`config.mk`:
```
export PLATFORM = sky130hd
export DESIGN_NAME = fifo_param
export DESIGN_NICKNAME = d
export VERILOG_FILES = /design/src/rtl/fifo_pkg.sv /design/src/rtl/fifo_ptr.sv /design/src/rtl/fifo_param.sv
export SDC_FILE = /design/constraint.sdc
export NUM_CORES = 1
export LEC_CHECK = 0
export CORE_UTILIZATION = 25
export CTS_CLUSTER_DIAMETER = 30
export DETAILED_ROUTE_END_ITERATION = 7
export DONT_BUFFER_PORTS = 1
export HOLD_SLACK_MARGIN = 0.06
export PLACE_DENSITY = 0.42
export SETUP_SLACK_MARGIN = 0.15
export SLEW_MARGIN = 30
export SYNTH_ARGS = -nofsm -noshare
export SYNTH_HDL_FRONTEND = slang
export SYNTH_SLANG_ARGS = --single-unit
export TNS_END_PERCENT = 1
```
`constraint.sdc`:
```
create_clock -name clk -period 4.1 [get_ports clk]
set_input_delay 0.41 -clock clk [delete_from_list [all_inputs] [get_ports clk]]
set_output_delay 0.41 -clock clk [all_outputs]
set_load 0.01 [all_outputs]
```
`src/rtl/fifo_pkg.sv`:
```
// Shared constants and elaboration-time helpers for the parametrised FIFO.
package fifo_pkg;

   localparam int RD_SHOWAHEAD  = 0;
   localparam int RD_REGISTERED = 1;

   function automatic int clog2(input int value);
      int r;
      r = 0;
      while ((1 << r) < value) r++;
      return r;
   endfunction

   function automatic bit is_pow2(input int value);
      return (value >= 2) && ((value & (value - 1)) == 0);
   endfunction

   function automatic bit params_legal(input int width, input int depth,
                                       input int af_level, input int ae_level,
                                       input int rd_mode);
      return (width >= 1) && is_pow2(depth)
         && (af_level >= 1) && (af_level <= depth)
         && (ae_level >= 0) && (ae_level <= depth - 1)
         && ((rd_mode == RD_SHOWAHEAD) || (rd_mode == RD_REGISTERED));
   endfunction

endpackage

```
`src/rtl/fifo_ptr.sv`:
```
// Wrap-bit pointer: increments on enable, loads (flush) with priority, clears on reset.
module fifo_ptr #(
   parameter int PW = 3
) (
   input  logic          clk,
   input  logic          reset,
   input  logic          inc_i,
   input  logic          load_i,
   input  logic [PW-1:0] load_val_i,
   output logic [PW-1:0] ptr_o
);

   logic [PW-1:0] ptr_q;
   logic [PW-1:0] ptr_d;

   always_comb begin
      ptr_d = ptr_q;
      if (load_i) begin
         ptr_d = load_val_i;
      end else if (inc_i) begin
         ptr_d = ptr_q + PW'(1);
      end
   end

   always_ff @(posedge clk) begin
      if (reset) begin
         ptr_q <= '0;
      end else begin
         ptr_q <= ptr_d;
      end
   end

   assign ptr_o = ptr_q;

endmodule

```
`src/rtl/fifo_param.sv`:
```
// Parametrised synchronous FIFO with occupancy/threshold flags, flush,
// sticky error flags and selectable show-ahead or registered read data.
module fifo_param
   import fifo_pkg::*;
#(
   parameter int WIDTH    = 8,
   parameter int DEPTH    = 4,
   parameter int AF_LEVEL = DEPTH - 1,
   parameter int AE_LEVEL = 1,
   parameter int RD_MODE  = 0,
   localparam int AW      = clog2(DEPTH)
) (
   input  logic             clk,
   input  logic             reset,
   input  logic [WIDTH-1:0] io_din,
   input  logic             io_push,
   input  logic             io_pop,
   input  logic             io_flush,
   input  logic             io_clear_err,
   output logic [WIDTH-1:0] io_dout,
   output logic             io_empty,
   output logic             io_full,
   output logic             io_almost_empty,
   output logic             io_almost_full,
   output logic [AW:0]      io_count,
   output logic             io_overflow,
   output logic             io_underflow
);

   localparam logic [AW:0] AF_CNT = (AW + 1)'(AF_LEVEL);
   localparam logic [AW:0] AE_CNT = (AW + 1)'(AE_LEVEL);

   if (!params_legal(WIDTH, DEPTH, AF_LEVEL, AE_LEVEL, RD_MODE)) begin : g_bad_params
      $error("fifo_param: illegal parameter combination");
   end

   logic [AW:0]      wr_ptr;
   logic [AW:0]      rd_ptr;
   logic             empty;
   logic             full;
   logic             pop_ok;
   logic             push_ok;
   logic             wr_en;
   logic             rd_en;
   logic [WIDTH-1:0] mem_q [DEPTH];
   logic             ovf_q, ovf_d;
   logic             unf_q, unf_d;

   assign empty   = (wr_ptr == rd_ptr);
   assign full    = (wr_ptr[AW] != rd_ptr[AW]) && (wr_ptr[AW-1:0] == rd_ptr[AW-1:0]);
   assign pop_ok  = io_pop & ~empty;
   assign push_ok = io_push & (~full | pop_ok);
   // Flush overrides both ports: nothing is written and the read pointer jumps to the write pointer.
   assign wr_en   = push_ok & ~io_flush;
   assign rd_en   = pop_ok & ~io_flush;

   fifo_ptr #(.PW(AW + 1)) u_wr_ptr (
      .clk        (clk),
      .reset      (reset),
      .inc_i      (wr_en),
      .load_i     (1'b0),
      .load_val_i ('0),
      .ptr_o      (wr_ptr)
   );

   fifo_ptr #(.PW(AW + 1)) u_rd_ptr (
      .clk        (clk),
      .reset      (reset),
      .inc_i      (rd_en),
      .load_i     (io_flush),
      .load_val_i (wr_ptr),
      .ptr_o      (rd_ptr)
   );

   always_ff @(posedge clk) begin
      if (!reset && wr_en) begin
         mem_q[wr_ptr[AW-1:0]] <= io_din;
      end
   end

   // A new error wins over a clear in the same cycle; flush leaves the flags alone.
   always_comb begin
      ovf_d = ovf_q;
      unf_d = unf_q;
      if (!io_flush) begin
         if (io_push && !push_ok) ovf_d = 1'b1;
         else if (io_clear_err)   ovf_d = 1'b0;
         if (io_pop && empty)     unf_d = 1'b1;
         else if (io_clear_err)   unf_d = 1'b0;
      end
   end

   always_ff @(posedge clk) begin
      if (reset) begin
         ovf_q <= 1'b0;
         unf_q <= 1'b0;
      end else begin
         ovf_q <= ovf_d;
         unf_q <= unf_d;
      end
   end

   if (RD_MODE == RD_REGISTERED) begin : g_rd_reg
      logic [WIDTH-1:0] dout_q;
      always_ff @(posedge clk) begin
         if (reset) begin
            dout_q <= '0;
         end else if (rd_en) begin
            dout_q <= mem_q[rd_ptr[AW-1:0]];
         end
      end
      assign io_dout = dout_q;
   end else begin : g_rd_showahead
      assign io_dout = mem_q[rd_ptr[AW-1:0]];
   end

   assign io_count        = wr_ptr - rd_ptr;
   assign io_empty        = empty;
   assign io_full         = full;
   assign io_almost_empty = (io_count <= AE_CNT);
   assign io_almost_full  = (io_count >= AF_CNT);
   assign io_overflow     = ovf_q;
   assign io_underflow    = unf_q;

endmodule

```
==> results of run 1 <==
==> kinds of logic after synthesis <==
family | Yosys count | share of synthesized area
multiplexers | 13 | 0.128
AO/OA/AOI/OAI | 11 | 0.0479
buffers and inverters | 11 | 0.0232
adder cells (fa/ha/maj) | 8 | 0.0588
AND/OR/NAND/NOR | 31 | 0.0889
XOR/XNOR | 3 | 0.0185
flip-flops | 42 | 0.635
==> Yosys cell counts (2+ instances only) <==
library cell  number  area (um2)
nand3_1            2        10.0
edfxtp_1          32         961
nand2_1            6        22.5
or4_1              2        15.0
nor2b_1            2        12.5
dfxtp_1           10         200
clkbuf_1           2        7.51
and3_1             4        25.0
ha_1               7        87.6
xnor2_1            2        17.5
nand2b_1           3        18.8
mux4_2             8         180
mux2_1             2        22.5
nor2_1             9        33.8
mux2i_1            2        20.0
inv_1              6        22.5
==> report_power, final <==
group / leakage (nW) / switching [mW] / internal (mW)
sequential: 0.370 / 0.0127 / 0.467
clock: 0.0683 / 0.144 / 0.244
combinational: 0.262 / 0.0439 / 0.0329
==> sequential cells by signal, indices dropped and copies added, names as in the netlist, named ones only <==
register,cells
mem_q,32
u_rd_ptr.ptr_o,3
io_underflow,1
u_wr_ptr.ptr_o,3
io_overflow,1
==> metal layers <==
layer,vias to the layer above,global-route usage,part of all wire
met5,-,0,0
met4,0,0.0492,0.018
met3,4,0.0339,0.048
met2,24,0.157,0.50
met1,503,0.106,0.44
li1,454,-,-
==> path summary, 6_finish.rpt <==
path / startpoint / depth (start not counted) / to / slack, ns
worst max-delay path: u_wr_ptr.ptr_o[0] / 6 / io_almost_full / 1.75
worst min-delay path: reset / 1 / io_overflow / 0.18
worst max register to register: u_wr_ptr.ptr_o[0] / 5 / mem_q[3][4] / 1.86
worst min register to register: io_underflow / 2 / io_underflow / 0.51
==> layout make-up <==
cell class                 instances  area [um2]
fill                             689        4870
sequential                        42        1160
multi-input combinational         66         626
tap                               96         120
clock buffer                       5        68.8
clock inverter                     3        68.8
inverter                           7        26.3
==> critical path, delay by kind of cell (launching register included) <==
kind	cells	cell delay [ns]
AOI/OAI and AO/OA	1	0.18
xor gates and xnor gates	1	0.39
DFF	1	0.36
buffers and inverters	2	0.19
adders and majority gates	2	0.53
==> run summary, run 1 <==
=====================================================================================
Outcome ................................................................    completed
Category of the worst setup path launch point ..........................     register
Via count ..............................................................          985
Half-perimeter wire length after detailed placement ....................      2.42 mm
Average instance area after synthesis ..................................     15.4 um2
Total of hold buffers inserted after clock tree synthesis ..............            0
DP Worst Slack .........................................................      1.87 ns
Crit-path most repeated cell ...........................................        inv_1
Worst-skew pair later-pin latency ......................................      0.29 ns
Total wire length after detailed routing ...............................      3.31 mm
Htree depth ............................................................            2
Critical-path cell list ................................................ inv_1 > ha_1 > inv_1 > fa_1 > xnor2_1 > a21o_1
Slew Limit Fails .......................................................            0
Hold crit path type .................................................... input pin to register
Number of rows created at floorplan ....................................           30
Diodes inserted ........................................................            0
Wire per inst ..........................................................      15.1 um
Clock tree root buffer cell ............................................     clkbuf_8
Worst setup margin .....................................................      1.75 ns
GP Congestion ..........................................................        0.719
EDFF count, synth ......................................................           32
CTS Buffer Depth .......................................................            2
Worst-Margin Slew ......................................................     0.552 ns
Antenna violations before repair .......................................            0
Primary flip-flop cell chosen by synthesis mapping .....................     edfxtp_1
Share of final-layout standard cells stronger than drive strength 1 ....        0.154
Aggregate negative setup slack .........................................         0 ns
Number of nets in the final layout .....................................          144
Die width ..............................................................      87.5 um
ANT nets after route ...................................................            0
Netlist cell types .....................................................           36
Worst-path maximum fanout ..............................................            5
IR Drop Worst-Case VDD .................................................   0.000153 V
Top library cells by usage in the layout, fill and taps aside .......... edfxtp_1 (32), dfxtp_1 (10), nor2_1 (9)
Proportion of synthesized chip area in sequential cells ................        0.635
Post-Synthesis Net Count ...............................................          141
Cell area after synthesis ..............................................     1830 um2
Minimum clock period ...................................................      2.35 ns
Die Y ..................................................................      87.5 um
Instance count of the mapped netlist ...................................          119
Non-filler cells, final ................................................          219
# Post-CTS Setup Buffers ...............................................            0
Synthesis Warnings .....................................................            0
Category of the most critical setup path ............................... register to primary output
Most common library cell in the layout ignoring fill and taps ..........     edfxtp_1
Share of the cycle needed by the critical path after routing ...........        0.573
TritonCTS clock tree ...................................................         done
Effective utilization at floorplan .....................................        0.263
Number of failing setup endpoints in the final timing report ...........            0
I/O pin count ..........................................................           31
Sum of overflow across all layers after global routing .................            0
Cell area after placement ..............................................     1930 um2
Setup repair after global routing missed its margin ....................        false
Cts bufs inserted ......................................................            5
Max Clock Skew .........................................................    0.0119 ns
Area growth, synth to finish ...........................................        13.2%
Sinks on Clock Net .....................................................           42
Leakage power ..........................................................     0.701 nW
Maximum clock rate .....................................................      425 MHz
Utilization after layout ...............................................        0.298
GRT Overall Usage ......................................................       0.0940
Post-route cell area ...................................................     2070 um2
Core area ..............................................................     6940 um2
Clock-pin slew of the registers on the worst-case setup and hold paths .      0.09 ns
Vias in the first global route .........................................          992
Largest net degree at the start of global routing ......................           15
Share of synthesized registers carrying an async set or reset ..........            0
Iteration count of the initial detailed-routing pass ...................            4
PD cells ...............................................................   456 nW/um2
Arr. time, crit path ...................................................      1.94 ns
#FFs+latches synth .....................................................           42
First-pass GRT wire length .............................................      5.13 mm
WP data required .......................................................      3.69 ns
Setup crit end kind .................................................... primary output
DRC viols ..............................................................            0
Port-buffer cells ......................................................            0
Number of max-capacitance violations reported ..........................            0
Slowest stage cell on the critical path ................................      xnor2_1
Die area ...............................................................     7660 um2
Per-cell via count in the routed design ................................         4.50
Starting DRT DRC Count .................................................           23
Overall power consumption ..............................................     0.944 mW
Number of cells upsized or downsized after cts .........................            0
Slew headroom ..........................................................        0.631
Largest incremental delay on the critical path .........................      0.39 ns
Final hold violation count .............................................            0
Number of placed instances, taps included ..............................          211
WHS ....................................................................     0.175 ns
=====================================================================================
Note: power is estimated with default switching activity, not from simulation.
==> run 2: changes to the inputs <==
--- a/config.mk
+++ b/config.mk
@@ -5,6 +5,7 @@
 export SDC_FILE = /design/constraint.sdc
 export NUM_CORES = 1
 export LEC_CHECK = 0
+export ABC_AREA = 1
 export CORE_UTILIZATION = 25
 export CTS_CLUSTER_DIAMETER = 30
 export DETAILED_ROUTE_END_ITERATION = 7
==> constraint.sdc (replaced) <==
create_clock -name clk -period 2.19 [get_ports clk]
set_input_delay 0.219 -clock clk [delete_from_list [all_inputs] [get_ports clk]]
set_output_delay 0.219 -clock clk [all_outputs]
set_load 0.01 [all_outputs]
==> run 2 against run 1 <==
Final cell count increased by 32%. First-iteration DRC count increased by 65%. Design area increased by 8.5%. Worst setup slack got worse by 1.6 ns. Highest routed layer unchanged.
==> run summary, run 2 <==
=================================================================================================================
Outcome ............................................................................................    completed
Worst-path maximum fanout ..........................................................................            6   +1
Number of placed instances, taps included ..........................................................          272   +29%
Portion of synthesized cell area occupied by the leading cell type .................................        0.524   -0.00143
Number of rows created at floorplan ................................................................           30   unchanged
Crit-path most repeated cell .......................................................................       nor2_4
Commonest cells in the netlist ..................................................................... edfxtp_1 (32), nor2_1 (32), inv_1 (21)
Power share of the clock group .....................................................................        0.326   -0.085
Switching power share of the total .................................................................        0.267   +0.0547
EDFF count, synth ..................................................................................           32   unchanged
Slew headroom ......................................................................................        0.688   +0.0564
Dominant combinational cell family by area after synthesis ......................................... simple AND/OR/NAND/NOR gates
Die width ..........................................................................................      87.7 um   +0.13%
Power share of the sequential group ................................................................        0.495   -0.013
GP Congestion ......................................................................................        0.720   +0.13%
I/O pin count ......................................................................................           31   unchanged
Htree depth ........................................................................................            2   unchanged
Primary flip-flop cell chosen by synthesis mapping .................................................     edfxtp_1
CTS Buffer Depth ...................................................................................            2   unchanged
Leakage power ......................................................................................     0.840 nW   +20%
Max Clock Skew .....................................................................................   0.00751 ns   -0.00443 ns
Library cell occupying the most area in the post-synthesis netlist .................................     edfxtp_1
DP Worst Slack .....................................................................................     0.258 ns   -1.61 ns
Fill cells .........................................................................................          712   +3.3%
Netlist cell types .................................................................................           19   -47%
Half-perimeter wire length after detailed placement ................................................      2.51 mm   +4.1%
ANT nets after route ...............................................................................            0   unchanged
Effective utilization at floorplan .................................................................        0.264   +0.000721
IR Drop Worst-Case VDD .............................................................................   0.000261 V   +71%
Proportion of synthesized chip area in sequential cells ............................................        0.633   -0.00173
Worst-skew pair later-pin latency ..................................................................      0.29 ns   about the same
Category of the worst setup path launch point ......................................................     register
Total wire length after detailed routing ...........................................................      3.67 mm   +11%
#FFs+latches synth .................................................................................           42   unchanged
Average instance area after synthesis ..............................................................     10.7 um2   -31%
Slew Limit Fails ...................................................................................            0   unchanged
DRC viols ..........................................................................................            0   unchanged
Xor/xnor share of the synthesized area .............................................................       0.0136   -0.00483
Starting DRT DRC Count .............................................................................           38   +65%
Share of final-layout standard cells stronger than drive strength 1 ................................        0.165   +0.0105
WHS ................................................................................................    0.0972 ns   -0.0783 ns
Flip-flop count of the largest register after layout ...............................................           32   unchanged
Net switching power figure .........................................................................     0.487 mW   +140%
Synthesis Warnings .................................................................................            0   unchanged
Per-cell via count in the routed design ............................................................         4.12   -8.3%
TritonCTS clock tree ...............................................................................         done
Largest incremental delay on the critical path .....................................................      0.42 ns   +0.03 ns
Cell area after placement ..........................................................................     1990 um2   +2.9%
Share of synthesized registers carrying an async set or reset ......................................            0   unchanged
Non-filler cells, final ............................................................................          290   +32%
Post-Synthesis Net Count ...........................................................................          194   +38%
Reg2reg end ........................................................................................  mem_q[1][6]
Aggregate negative setup slack .....................................................................         0 ns   unchanged
Proportion of synthesized area in mux cells ........................................................            0   -0.128
Depth of the worst hold-timing path ................................................................            2   +1
Number of nets in the final layout .................................................................          215   +49%
Vias in the first global route .....................................................................        1,225   +23%
Setup repair after global routing missed its margin ................................................         true
Via count ..........................................................................................        1,196   +21%
Diodes inserted ....................................................................................            0   unchanged
Clock tree root buffer cell ........................................................................     clkbuf_8
Slowest stage cell on the critical path ............................................................         fa_2
Iteration count of the initial detailed-routing pass ...............................................            2   -2
Worst flop-to-flop path startpoint ................................................................. u_wr_ptr.ptr_o[1]
Instance count of the mapped netlist ...............................................................          172   +45%
Largest net degree at the start of global routing ..................................................           17   +2
Footprint of the multi-input gates .................................................................      622 um2   -0.60%
WP data required ...................................................................................      1.97 ns   -1.72 ns
Port-buffer cells ..................................................................................            0   unchanged
Number of cells on the worst reg-to-reg path .......................................................            9   +4
Critical path origin ............................................................................... u_wr_ptr.ptr_o[0]
Core area ..........................................................................................     6940 um2   unchanged
Worst Setup EP ..................................................................................... io_almost_full
Final hold violation count .........................................................................            0   unchanged
Reg-to-reg slack, setup ............................................................................      0.41 ns   -1.45 ns
Share of the cycle needed by the critical path after routing .......................................        0.930
Sum of overflow across all layers after global routing .............................................            0   unchanged
Fraction of the mapped netlist area in compound gates ..............................................       0.0982   +0.0503
Post-route cell area ...............................................................................     2250 um2   +8.5%
Category of the most critical setup path ........................................................... register to primary output
Minimum clock period ...............................................................................      2.04 ns
Worst-Margin Slew ..................................................................................     0.468 ns   -0.0844 ns
Overall power consumption ..........................................................................      1.83 mW   +93%
Die Y ..............................................................................................      87.7 um   +0.13%
Top cells by area, synth ........................................................................... edfxtp_1 (52%), dfxtp_1 (11%), nor2_1 (6.5%), o21ai_0 (5.5%), ha_1 (4.8%)
Worst setup margin .................................................................................     0.154 ns   -1.60 ns
Arr. time, crit path ...............................................................................      1.82 ns   -0.12 ns
Die area ...........................................................................................     7680 um2   +0.26%
Wire per inst ......................................................................................      12.6 um   -16%
Most common library cell in the layout ignoring fill and taps ......................................     edfxtp_1
First-pass GRT wire length .........................................................................      5.87 mm   +14%
Number of failing setup endpoints in the final timing report .......................................            0   unchanged
GRT Overall Usage ..................................................................................        0.105   +0.0110
Top library cells by usage in the layout, fill and taps aside ...................................... edfxtp_1 (32), nor2_1 (30), o21ai_0 (20)
Number of max-capacitance violations reported ......................................................            0   unchanged
Comb pwr share .....................................................................................        0.178   +0.097
Clock-pin slew of the registers on the worst-case setup and hold paths .............................      0.08 ns   about the same
Cell area after synthesis ..........................................................................     1830 um2   +0.27%
Antenna violations before repair ...................................................................            0   unchanged
Sinks on Clock Net .................................................................................           42   unchanged
Hold crit path type ................................................................................ input pin to register
Utilization after layout ...........................................................................        0.323   +0.0252
Area growth, synth to finish .......................................................................        22.4%
PD cells ...........................................................................................   813 nW/um2   +78%
Maximum clock rate .................................................................................      491 MHz
Sequential cell area ...............................................................................     1170 um2   +0.43%
Setup crit end kind ................................................................................ primary output
Critical-path cell list ............................................................................ inv_4 > ha_4 > inv_2 > fa_2 > xnor2_4 > nor2_4 > nor2_4
Arithmetic-cell share of the synthesized area counting full adders, half adders and majority gates .       0.0587   -0.000161
Share of synthesized cell area in and, or, nand and nor gates ......................................        0.146   +0.0571
Cell Int Power .....................................................................................      1.34 mW   +80%
Cts bufs inserted ..................................................................................            5   unchanged
=================================================================================================================
run 2: how the worst min path moves through the flow:
stage,start,end,slack (ns)
after global routing,io_pop,io_underflow,0.1
after CTS,io_pop,io_underflow,0.09
after global placement,reset,io_underflow,0.29
final,io_pop,io_underflow,0.1
after floorplan,reset,io_overflow,0.29
after detailed placement,reset,io_overflow,0.29
run 2: per-layer routing:
metal	vias up	routed length [um]	global-route usage
li1	622	-	-
met1	550	1650	0.119
met2	18	1790	0.180
met3	6	154	0.0330
met4	0	68	0.0507
met5	-	0	0
run 2: cell families (layout without fill, tap and decap cells):
| logic type | after synthesis | in the layout |
|---|---|---|
| adder cells (fa/ha/maj) | 8 | 8 |
| AND/OR/NAND/NOR | 62 | 62 |
| buffers and inverters | 24 | 46 |
| flip-flops | 42 | 42 |
| XOR/XNOR | 2 | 2 |
| AO/OA/AOI/OAI | 34 | 34 |
run 2: power groups by stage:
stage | logic, mW | clock network [mW] | registers (mW)
4_1_cts | 0.309 | 0.615 | 0.903
3_5_place_dp | 0.274 | 0 | 0.922
3_3_place_gp | 0.275 | 0 | 0.922
2_1_floorplan | 0.215 | 0 | 0.915
6_report | 0.326 | 0.595 | 0.904
5_1_grt | 0.373 | 0.641 | 0.908
run 2: critical path: cells and delay by family, from the launching register on:
family / cells / cell delay [ns]
simple gates: 2 / 0.22
fa+ha+maj: 2 / 0.54
xor+xnor: 1 / 0.28
flops: 1 / 0.38
buf+inv: 2 / 0.10
run 2: area by class of cell:
cell class              instances  share of cell area
well taps                      96              0.0535
repair buffers                 16              0.0635
flip-flops and latches         42               0.519
inverters                      22              0.0379
multi-input cells             106               0.277
clock inverters                 2              0.0167
clock buffers                   6              0.0323
run 2: repair_timing:
item                                   CTS  global route
pin swaps                                2             4
cloned                                   0             0
buffers inserted                         0             1
hold buffers                             9             0
endpoints found under the hold margin   35             0
setup endpoints to repair                2             1
gates resized for setup                  4            10
